<file path="config.mk">
export PLATFORM = sky130hd
export DESIGN_NAME = serial_adder
export DESIGN_NICKNAME = d
export VERILOG_FILES = /design/src/rtl/serial_adder.sv
export SDC_FILE = /design/constraint.sdc
export NUM_CORES = 1
export LEC_CHECK = 0
export ABC_AREA = 1
export ABC_CLOCK_PERIOD_IN_PS = 3700
export BUFFER_PORTS_ARGS = -buffer_cell sky130_fd_sc_hd__clkbuf_2
export CORE_MARGIN = 5
export CORE_UTILIZATION = 40
export CTS_CLUSTER_SIZE = 8
export DETAILED_ROUTE_END_ITERATION = 16
export GPL_TIMING_DRIVEN = 0
export PLACE_DENSITY_LB_ADDON = 0.05
export SETUP_SLACK_MARGIN = 0.1
export SYNTH_ARGS = -nofsm -noshare
export SYNTH_HDL_FRONTEND = slang
export SYNTH_SLANG_ARGS = --single-unit
</file>
<file path="constraint.sdc">
create_clock -name CLK -period 3.7 [get_ports CLK]
set_clock_uncertainty 0.2 [all_clocks]
set_input_delay 0.185 -clock CLK [delete_from_list [all_inputs] [get_ports CLK]]
set_output_delay 0.185 -clock CLK [all_outputs]
set_load 0.1 [all_outputs]
</file>
<file path="src/rtl/serial_adder.sv">
// Bit-serial ripple adder: one full-adder cell reused over N clock cycles.
// IDLE -> SHIFT (N cycles) -> FIN (DONE pulse) -> IDLE.
module serial_adder #(
  parameter int N = 8
) (
  input  logic         CLK,
  input  logic         RST_N,
  input  logic         START,
  input  logic [N-1:0] A,
  input  logic [N-1:0] B,
  input  logic         CIN,
  output logic [N-1:0] S,
  output logic         C,
  output logic         BUSY,
  output logic         DONE
);

  localparam int CW = $clog2(N) + 1;

  typedef enum logic [1:0] {
    IDLE  = 2'd0,
    SHIFT = 2'd1,
    FIN   = 2'd2
  } state_t;

  state_t         state_q, state_d;
  logic [N-1:0]   a_q, a_d;
  logic [N-1:0]   b_q, b_d;
  logic [N-1:0]   acc_q, acc_d;
  logic [N-1:0]   s_q, s_d;
  logic           carry_q, carry_d;
  logic           c_q, c_d;
  logic [CW-1:0]  cnt_q, cnt_d;

  logic           sum_bit;
  logic           cell_carry;
  logic [N-1:0]   sum_msb;
  logic [N-1:0]   acc_shift;

  always_comb begin
    sum_bit    = a_q[0] ^ b_q[0] ^ carry_q;
    cell_carry = (a_q[0] & b_q[0]) | (carry_q & (a_q[0] ^ b_q[0]));
    // New sum bit enters at the MSB; after N shifts bit 0 holds the LSB.
    sum_msb    = N'(sum_bit) << (N - 1);
    acc_shift  = (acc_q >> 1) | sum_msb;

    state_d = state_q;
    a_d     = a_q;
    b_d     = b_q;
    acc_d   = acc_q;
    s_d     = s_q;
    carry_d = carry_q;
    c_d     = c_q;
    cnt_d   = cnt_q;

    case (state_q)
      IDLE: begin
        if (START) begin
          a_d     = A;
          b_d     = B;
          carry_d = CIN;
          acc_d   = '0;
          cnt_d   = '0;
          state_d = SHIFT;
        end
      end
      SHIFT: begin
        acc_d   = acc_shift;
        carry_d = cell_carry;
        a_d     = a_q >> 1;
        b_d     = b_q >> 1;
        cnt_d   = cnt_q + CW'(1);
        if (cnt_q == CW'(N - 1)) begin
          s_d     = acc_shift;
          c_d     = cell_carry;
          state_d = FIN;
        end
      end
      FIN: begin
        state_d = IDLE;
      end
      default: begin
        state_d = IDLE;
      end
    endcase
  end

  always_ff @(posedge CLK) begin
    if (!RST_N) begin
      state_q <= IDLE;
      a_q     <= '0;
      b_q     <= '0;
      acc_q   <= '0;
      s_q     <= '0;
      carry_q <= 1'b0;
      c_q     <= 1'b0;
      cnt_q   <= '0;
    end else begin
      state_q <= state_d;
      a_q     <= a_d;
      b_q     <= b_d;
      acc_q   <= acc_d;
      s_q     <= s_d;
      carry_q <= carry_d;
      c_q     <= c_d;
      cnt_q   <= cnt_d;
    end
  end

  assign S    = s_q;
  assign C    = c_q;
  assign BUSY = (state_q == SHIFT);
  assign DONE = (state_q == FIN);

endmodule

</file>
==> results of run 1 <==
-- cell families (layout without fill, tap and decap cells) --
| kind of cell | after synthesis | count (layout) | share of synthesized area |
|---|---|---|---|
| and+or+nand+nor | 150 | 150 | 0.3884 |
| adders and majority gates | 2 | 2 | 0.01891 |
| DFF | 39 | 39 | 0.4538 |
| buffers and inverters | 35 | 73 | 0.09018 |
| AOI/OAI and AO/OA | 15 | 15 | 0.04872 |
-- metrics by stage --
stage | util | area [um^2] | hold slack, ns
2_1_floorplan | - | 1720 | 0.1277
3_3_place_gp | 0.4706 | 1923 | 0.2203
3_5_place_dp | 0.4706 | 1923 | 0.2251
4_1_cts | 0.5080 | 2076 | 0.01710
5_1_grt | 0.5080 | 2076 | 0.04955
6_report | 0.5080 | 2076 | 0.01893
-- metal layers --
metal / share of wire / wire length, um / global-route usage
met1: 0.52 / 2057 / 0.2310
met2: 0.43 / 1713 / 0.2215
met3: 0.042 / 165 / 0.02902
met4: 0.0061 / 24 / 0.06408
met5: 0 / 0 / 0
-- where the power goes --
| part | total [uW] | leakage (uW) | internal [uW] | switching, uW |
|---|---|---|---|---|
| logic | 107 | 0.000615 | 38.1 | 68.8 |
| clock network | 417 | 0.0000654 | 270 | 147 |
| registers | 443 | 0.000317 | 434 | 8.74 |
-- path summary, 6_finish.rpt --
check / from / to / slack [ns] / cells past startpoint
worst max-delay path: state_q[0] / BUSY / 1.62 / 4
worst min-delay path: A[0] / a_q[0] / 0.02 / 5
worst max register to register: cnt_q[0] / S[3] / 1.99 / 6
worst min register to register: a_q[1] / a_q[0] / 0.26 / 2
-- timing repair --
item                                   CTS  global route
gates resized for setup                  0             0
endpoints found under the hold margin    2             0
hold buffers                             2             0
-- worst max-delay path, delay by kind of cell (launching register included) --
kind	cells	cell delay [ns]
flops	1	0.38
buf+inv	3	0.79
simple gates	1	0.23
-- cell type report --
| class | instances | area, um^2 | share of cell area |
|---|---|---|---|
| multi-input cells | 167 | 784.5 | 0.3779 |
| flip-flops and latches | 39 | 780.7 | 0.3761 |
| repair buffers | 30 | 160.2 | 0.07716 |
| inverters | 23 | 86.33 | 0.04159 |
| clock buffers | 6 | 72.57 | 0.03496 |
| plain buffers | 12 | 68.82 | 0.03315 |
| well taps | 50 | 62.56 | 0.03014 |
| clock inverters | 2 | 60.06 | 0.02893 |
-- sequential cells by signal, indices dropped and copies added, names as in the netlist --
signal	flops
state_q	2
b_q	8
S	8
cnt_q	4
a_q	8
carry_q	1
C	1
acc_q	7
-- placed cells by master, fill, tap and decap left out --
master,count
a21oi_1,5
buf_1,1
buf_2,4
buf_4,5
bufinv_16,2
clkbuf_1,3
clkbuf_2,28
clkbuf_8,5
dfxtp_1,39
dlygate4sd3_1,2
fa_1,1
ha_1,1
inv_1,23
nand2_1,61
nand2_2,3
nand3_1,48
nand3b_1,7
nor2_1,28
nor2_2,1
nor2_4,1
nor3_1,1
o21ai_0,2
o21ai_1,1
o22ai_1,7
==> impl_metrics.ini, run 1 <==
[clock_tree]
clockBufferDepth = 2
h-tree-depth = 2
cts_inserted_buffers = 5
insertion_delay_ns = 0.29
cts_root_buf = clkbuf_8
cts_tree = built
postCtsSetupRepairBufs = 0
clock-sinks = 39
clk_pin_slew_ns = 0.08

[timing]
hold_viol_final = 0
layout_min_cycle_time_ns = 2.075
finalCritPeriodShare = 0.5609
rsz0062_at_grt = false
fin_tns_setup_ns = 0
setup_viol = 0
drv_slew = 0
setup_ws_ns = 1.625
fmax_mhz = 481.9
worst_pin_slew_ns = 0.6153
relSlewSlack = 0.5883

[synthesis]
synth_edf_count = 0
syn_avg_cell_area_um2 = 7.139
yosys.area.top_type = dfxtp_1
synth_warnings = 0
yosysMostFrequentCell = nand2_1
synth_cell_types = 20
synth_area_leaders = dfxtp_1 (45%), nand3_1 (14%), nand2_1 (13%)
synthArstFlopShare = 0
synth_cells = 241
ys.flop_type = dfxtp_1
ys_seq_elements = 39
synth_top_area_share = 0.4538
syn_nets = 263
ys_top_cells_by_count = nand2_1 (61), nand3_1 (48), dfxtp_1 (39)
yosysSeqAreaShare = 0.4538
syn_area_um2 = 1720

[floorplan]
io_pins = 31
initial_core_util = 0.4210
die_h_um = 75.58
dieArea_um2 = 5712
die_w_um = 75.58
fp.coreArea_um2 = 4086
row_count = 23

[run]
maxCapViolCount = 0

[power_and_ir_drop]
ir_drop_uv = 219.7
p_per_area_nw_per_um2 = 465.8
power_leakage_uw = 0.0009973
p_total_uw = 966.9

[placed_design]
post-place-ws_ns = 1.916
dpl.hpwl_um = 2834
io_buffer_count = 28
gp_congestion = 0.7465
dp_cells = 319

[grt]
grt_max_degree = 13
grt_antenna_before_repair = 0
grt_usage = 0.1561
grt_pass1_vias = 1402
grt_overflow = 0
grt_pass1_wl_um = 6727

[drt]
ant_nets = 0
drt_pass1_iterations = 4
via_count = 1538
via_per_inst = 4.675
drt_iter0_markers = 64
wl_per_cell_um = 12.04
routed_wl_um = 3961
drc = 0

[layout]
layout-drive-gt1-share = 0.1756
fin_nets = 300
num_antenna_cells = 0
fillerInstances = 439
area_growth_pct = 20.65
stdcell_count = 329

[setup_path]
path_max_fanout = 10
crit_path_end_kind = output pin
crit_type = flop to output pin
crit_path_top_delay_cell = clkbuf_2
cp.arrival_ns = 1.69
critical_path.cell_chain = inv_1 > nor2_4 > buf_4 > clkbuf_2
slowest_delay_ns = 0.47
required_ns = 3.31
worstSetupStartpointType = flop

[min_path]
hp-class = input port to flop

[outcome]
status = finished clean
Note: power is estimated with default switching activity, not from simulation.
==> inputs of run 2 (changes only) <==
--- a/config.mk
+++ b/config.mk
@@ -5,8 +5,8 @@
 export SDC_FILE = /design/constraint.sdc
 export NUM_CORES = 1
 export LEC_CHECK = 0
-export ABC_AREA = 1
-export ABC_CLOCK_PERIOD_IN_PS = 3700
+export ABC_AREA = 0
+export ABC_CLOCK_PERIOD_IN_PS = 1900
 export BUFFER_PORTS_ARGS = -buffer_cell sky130_fd_sc_hd__clkbuf_2
 export CORE_MARGIN = 5
 export CORE_UTILIZATION = 40
==> constraint.sdc (replaced) <==
create_clock -name CLK -period 1.9 [get_ports CLK]
set_clock_uncertainty 0.2 [all_clocks]
set_input_delay 0.095 -clock CLK [delete_from_list [all_inputs] [get_ports CLK]]
set_output_delay 0.095 -clock CLK [all_outputs]
set_load 0.1 [all_outputs]
==> run 2 against run 1 <==
Effect of this change:
- register-to-register slack worse by 1.6 ns
- sequential power up 100%
- final cell count down 13%
- flip-flop and latch count unchanged
- combinational power up 98%
- critical path type unchanged
==> impl_metrics.ini, run 2 <==
[synthesis]
synthArstFlopShare = 0
synth_edf_count = 0
synth_cells = 187
syn_avg_cell_area_um2 = 9.120
yosysMostFrequentCell = dfxtp_1
yosysSeqAreaShare = 0.4578
synth.area.mux_share = 0.05282
synth_top_area_share = 0.4578
synth_cell_types = 37
ys_seq_elements = 39
ys.flop_type = dfxtp_1
synth_top_family_by_area = compound AO/OA/AOI/OAI gates
yosys.area.top_type = dfxtp_1
synth_simple_gate_area_share = 0.1497
ys_top_cells_by_count = dfxtp_1 (39), nand2_1 (21), a21oi_1 (16)
synth_compound_area_frac = 0.2561
syn_nets = 209
synth_area_leaders = dfxtp_1 (46%), o221ai_1 (6.7%), mux2i_1 (5.3%)
synth_fa_ha_area_frac = 0.01908
synthXorXnorAreaFrac = 0
synth_warnings = 0
syn_area_um2 = 1705

[timing]
hold_viol_final = 0
fmax_mhz = 587.8
drv_slew = 0
worst_pin_slew_ns = 0.5455
setup_viol = 0
relSlewSlack = 0.6379
layout_min_cycle_time_ns = 1.701
finalCritPeriodShare = 0.8954
fin_tns_setup_ns = 0
rsz0062_at_grt = false
holdWs_ns = 0.004269

[drt]
drt_pass1_iterations = 4
routed_wl_um = 4296
via_per_inst = 5.540
via_count = 1579
wl_per_cell_um = 15.07
ant_nets = 0
drt_iter0_markers = 64
drc = 0

[setup_path]
worstSetupStartpointType = flop
reg2reg_depth = 4
slowest_delay_ns = 0.36
crit_path_end_kind = output pin
crit_type = flop to output pin
required_ns = 1.60
r2r-start = state_q[0]
crit_buf_inv = 3
r2r-end = b_q[4]
crit_path_top_delay_cell = dfxtp_1
path_max_fanout = 10
critical_path.cell_chain = nand2b_4 > buf_6 > inv_2 > buf_4
worst_path_dominant_cell_family = buffers and inverters
cp.arrival_ns = 1.41
r2r_setup_slack_ns = 0.35

[placed_design]
dp_cells = 266
gp_congestion = 0.7744
io_buffer_count = 29
dpl.hpwl_um = 3078

[min_path]
hp-class = input port to flop
min_from = A[3]
holdPathEnd = a_q[3]
whs_path_depth = 4

[power_and_ir_drop]
power_leakage_uw = 0.0008416
switching_share = 0.2375
p_per_area_nw_per_um2 = 838.2
clkPwrFrac = 0.391
ir_drop_uv = 376.6
p_int_uw = 1375
netSwitchingPower_uw = 428.5
pwr-share-seq = 0.491
p_comb_frac = 0.117
p_total_uw = 1804

[floorplan]
io_pins = 31
dieArea_um2 = 5669
fp.coreArea_um2 = 4058
die_h_um = 75.30
die_w_um = 75.30
row_count = 23
initial_core_util = 0.4203

[layout]
area_growth_pct = 26.19
fillerInstances = 397
layout-drive-gt1-share = 0.2426
multi_input_comb_area_um2 = 817.0
utilization = 0.5304
num_antenna_cells = 0
final_common_cell = dfxtp_1
final_cell_mix = dfxtp_1 (39), clkbuf_2 (28), nand2_1 (21)
fin_nets = 256
stdcell_count = 285
seq_area_um2 = 780.7

[clock_tree]
postCtsSetupRepairBufs = 0
clockBufferDepth = 2
cts_tree = built
cts_inserted_buffers = 5
clk_pin_slew_ns = 0.07
clock-sinks = 39
insertion_delay_ns = 0.29
cts_root_buf = clkbuf_8
h-tree-depth = 2

[outcome]
status = finished clean

[grt]
grt_usage = 0.1655
grt_pass1_vias = 1590
grt_antenna_before_repair = 0
grt_max_degree = 13
grt_overflow = 0
grt_pass1_wl_um = 7189

[run]
maxCapViolCount = 0
[run 2: area by class of cell]
cell class                 count  area share
sequential                    39      0.3628
multi-input combinational    125      0.3797
inverter                       8     0.01395
buffer                        15     0.03721
clock inverter                 2     0.01628
clock buffer                   6     0.03837
timing repair buffer          40      0.1227
tap                           50     0.02907
[run 2: worst max path at each step]
stage,startpoint,endpoint,slack (ns),cells after the start
floorplan,state_q[1],DONE,0.18,3
global placement,state_q[1],DONE,0.31,4
detailed placement,state_q[1],DONE,0.30,4
CTS,state_q[1],DONE,0.09,4
global route,state_q[1],BUSY,0.11,4
finish,state_q[1],BUSY,0.20,4
[run 2: logic make-up (layout without fill, tap and decap cells)]
group                    after synthesis  after routing
AND/OR/NAND/NOR                       50             50
flip-flops                            39             39
multiplexers                           9              9
AO/OA/AOI/OAI                         64             64
buffers and inverters                 23             71
adder cells (fa/ha/maj)                2              2
[run 2: power by group through the flow]
| stage | logic, uW | registers, uW | clock network [uW] |
|---|---|---|---|
| finish | 212 | 886 | 706 |
| global route | 235 | 890 | 755 |
| CTS | 213 | 884 | 731 |
| detailed placement | 193 | 904 | 0 |
| global placement | 186 | 902 | 0 |
| floorplan | 138 | 895 | 0 |
[run 2: worst min-delay path: cells and delay by family]
family | cells | cell delay (ns)
compound gates | 2 | 0.20
buf+inv | 1 | 0.08
simple gates | 1 | 0.08
[run 2: per-stage QoR]
stage | setup WS (ns) | area, um^2
2_1_floorplan | 0.1809 | 1708
3_3_place_gp | 0.3075 | 1916
3_5_place_dp | 0.2967 | 1916
4_1_cts | 0.08991 | 2148
5_1_grt | 0.1148 | 2152
6_report | 0.1987 | 2152
[run 2: metal layers]
layer	global-route usage	routed length, um	up-vias
met5	0	0	-
met4	0.05825	63	0
met3	0.03034	211	7
met2	0.2924	2193	41
met1	0.2008	1827	754
li1	-	-	777
[run 2: what timing repair did]
action	CTS	global route
gates resized for setup	2	4
hold buffers	11	0
hold endpoints to repair	11	0
pin swaps	0	0
endpoints found under the setup margin	2	2
==> inputs of run 3 (changes only) <==
--- a/config.mk
+++ b/config.mk
@@ -7,13 +7,12 @@
 export LEC_CHECK = 0
 export ABC_AREA = 0
 export ABC_CLOCK_PERIOD_IN_PS = 1900
-export BUFFER_PORTS_ARGS = -buffer_cell sky130_fd_sc_hd__clkbuf_2
 export CORE_MARGIN = 5
 export CORE_UTILIZATION = 40
 export CTS_CLUSTER_SIZE = 8
 export DETAILED_ROUTE_END_ITERATION = 16
+export DONT_BUFFER_PORTS = 1
 export GPL_TIMING_DRIVEN = 0
-export PLACE_DENSITY_LB_ADDON = 0.05
 export SETUP_SLACK_MARGIN = 0.1
 export SYNTH_ARGS = -nofsm -noshare
 export SYNTH_HDL_FRONTEND = slang
==> run 3 against run 2 <==
Effect of this change:
- combinational power hardly changed
- worst setup slack worse by 0.023 ns
- hold slack better by 0.011 ns
- sequential share of layout area is 0.82 points higher
- sequential power hardly changed
- critical path depth is 1 higher
- via count is 4.9% lower
- global-route usage is 0.58 points lower
- final cell count is 6.7% lower
==> impl_metrics.ini, run 3 (synthesis gave the netlist of run 2 again) <==
[setup_path]
r2r-start = state_q[1]
crit_type = flop to flop
critical_path.cell_chain = nand2b_1 > buf_2 > o22ai_1 > a21oi_1 > dlygate4sd3_1
slowest_delay_ns = 0.55
path_max_fanout = 8
reg2reg_depth = 5
r2r_setup_slack_ns = 0.18
crit_path_end_kind = flop
crit_path_top_delay_cell = dlygate4sd3_1
cp.arrival_ns = 1.71
worstSetupStartpointType = flop
required_ns = 1.88
r2r-end = b_q[1]

[placed_design]
io_buffer_count = 0
dp_cells = 237
dpl.hpwl_um = 2843
placed_area_um2 = 1770
gp_congestion = 0.8235

[timing]
fin_tns_setup_ns = 0
holdWs_ns = 0.01495
worst_pin_slew_ns = 0.9781
hold_viol_final = 0
finalCritPeriodShare = 0.9074
layout_min_cycle_time_ns = 1.724
rsz0062_at_grt = false
setup_viol = 0
fmax_mhz = 580.1
relSlewSlack = 0.3471
drv_slew = 0

[grt]
grt_max_degree = 14
grt_overflow = 0
globalRoute.busiestLayer = met2
grt_pass1_wl_um = 6893
use_met2 = 0.2608
grt_pass1_vias = 1473
met3_usage = 0.05013
grtUsageMet1 = 0.2025
grt_usage = 0.1597
grt_antenna_before_repair = 0

[clock_tree]
cts_root_buf = clkbuf_8
postCtsSetupRepairBufs = 0
clk_pin_slew_ns = 0.08
clockBufferDepth = 2
insertion_delay_ns = 0.30
clock-sinks = 39
cts_inserted_buffers = 5
h-tree-depth = 2
cts_tree = built

[layout]
fin_nets = 237
area_growth_pct = 23.99
num_antenna_cells = 0
final_cell_mix = dfxtp_1 (38), nand2_1 (21), dlygate4sd3_1 (21)
stdcell_area_um2 = 2115
stdcell_count = 266
utilization = 0.5211
layout-drive-gt1-share = 0.1389
final_common_cell = dfxtp_1

[drt]
via_per_inst = 5.647
drt_pass1_iterations = 4
drt_iter0_markers = 77
wl_per_cell_um = 15.24
drc = 0
via_count = 1502
ant_nets = 0
routed_wl_um = 4055

[floorplan]
die_w_um = 75.30
io_pins = 31
fp.coreArea_um2 = 4058
die_h_um = 75.30
dieArea_um2 = 5669
initial_core_util = 0.4203
row_count = 23

[run]
maxCapViolCount = 0

[power_and_ir_drop]
pwr-share-seq = 0.493
p_int_uw = 1342
power_leakage_uw = 0.0007625
p_per_area_nw_per_um2 = 847.8
ir_drop_uv = 434.3
p_comb_frac = 0.118
clkPwrFrac = 0.389
switching_share = 0.2515
netSwitchingPower_uw = 450.8

[outcome]
status = finished clean

[min_path]
hp-class = input port to flop
holdPathEnd = b_q[6]
min_from = START
whs_path_depth = 3
## run 3: area by class of cell
type,count,area (um^2)
Clock buffer,5,68.82
Timing Repair Buffer,21,210.2
Sequential cell,39,784.5
Fill cell,369,1943
Inverter,8,30.03
Multi-Input combinational cell,125,828.3
Buffer,15,86.33
Tap cell,50,62.56
Clock inverter,3,43.79
## run 3: worst max path at each step
stage / start / endpoint / depth (start not counted)
2_1_floorplan: state_q[1] / DONE / 3
3_3_place_gp: state_q[1] / DONE / 3
3_5_place_dp: state_q[1] / DONE / 3
4_1_cts: state_q[1] / DONE / 3
5_1_grt: state_q[1] / b_q[2] / 5
6_report: state_q[1] / b_q[1] / 5
## run 3: per-stage QoR
step                      setup slack, ns  power (uW)
after floorplan                    0.1809        1034
after global placement            0.04614        1066
after detailed placement          0.02836        1075
after CTS                          0.1460        1811
final                              0.1760        1793
after global routing              0.09841        1868
## run 3: critical path: cells and delay by family (launching register included)
| family | cells | cell delay [ns] |
|---|---|---|
| AO/OA/AOI/OAI | 2 | 0.20 |
| buffers and inverters | 2 | 0.72 |
| flip-flops | 1 | 0.36 |
| AND/OR/NAND/NOR | 1 | 0.13 |
## run 3: repair_timing
action / 4_1_cts / 5_1_grt
gates resized for setup: 4 / 3
pin swaps: 1 / 0
endpoints found under the hold margin: 17 / 0
cloned: 0 / 0
hold buffers: 21 / 0
setup endpoints to repair: 1 / 2
## run 3: power groups by stage
| stage | combinational, uW | sequential (uW) | clock, uW |
|---|---|---|---|
| 5_1_grt | 238 | 889 | 741 |
| 6_report | 211 | 884 | 698 |
| 3_5_place_dp | 171 | 904 | 0 |
| 4_1_cts | 210 | 885 | 717 |
| 2_1_floorplan | 138 | 895 | 0 |
| 3_3_place_gp | 164 | 902 | 0 |
## run 3: metal layers
metal,part of all wire,routed length [um]
met1,0.43,1728
met2,0.50,2043
met3,0.058,236
met4,0.011,46
met5,0,0
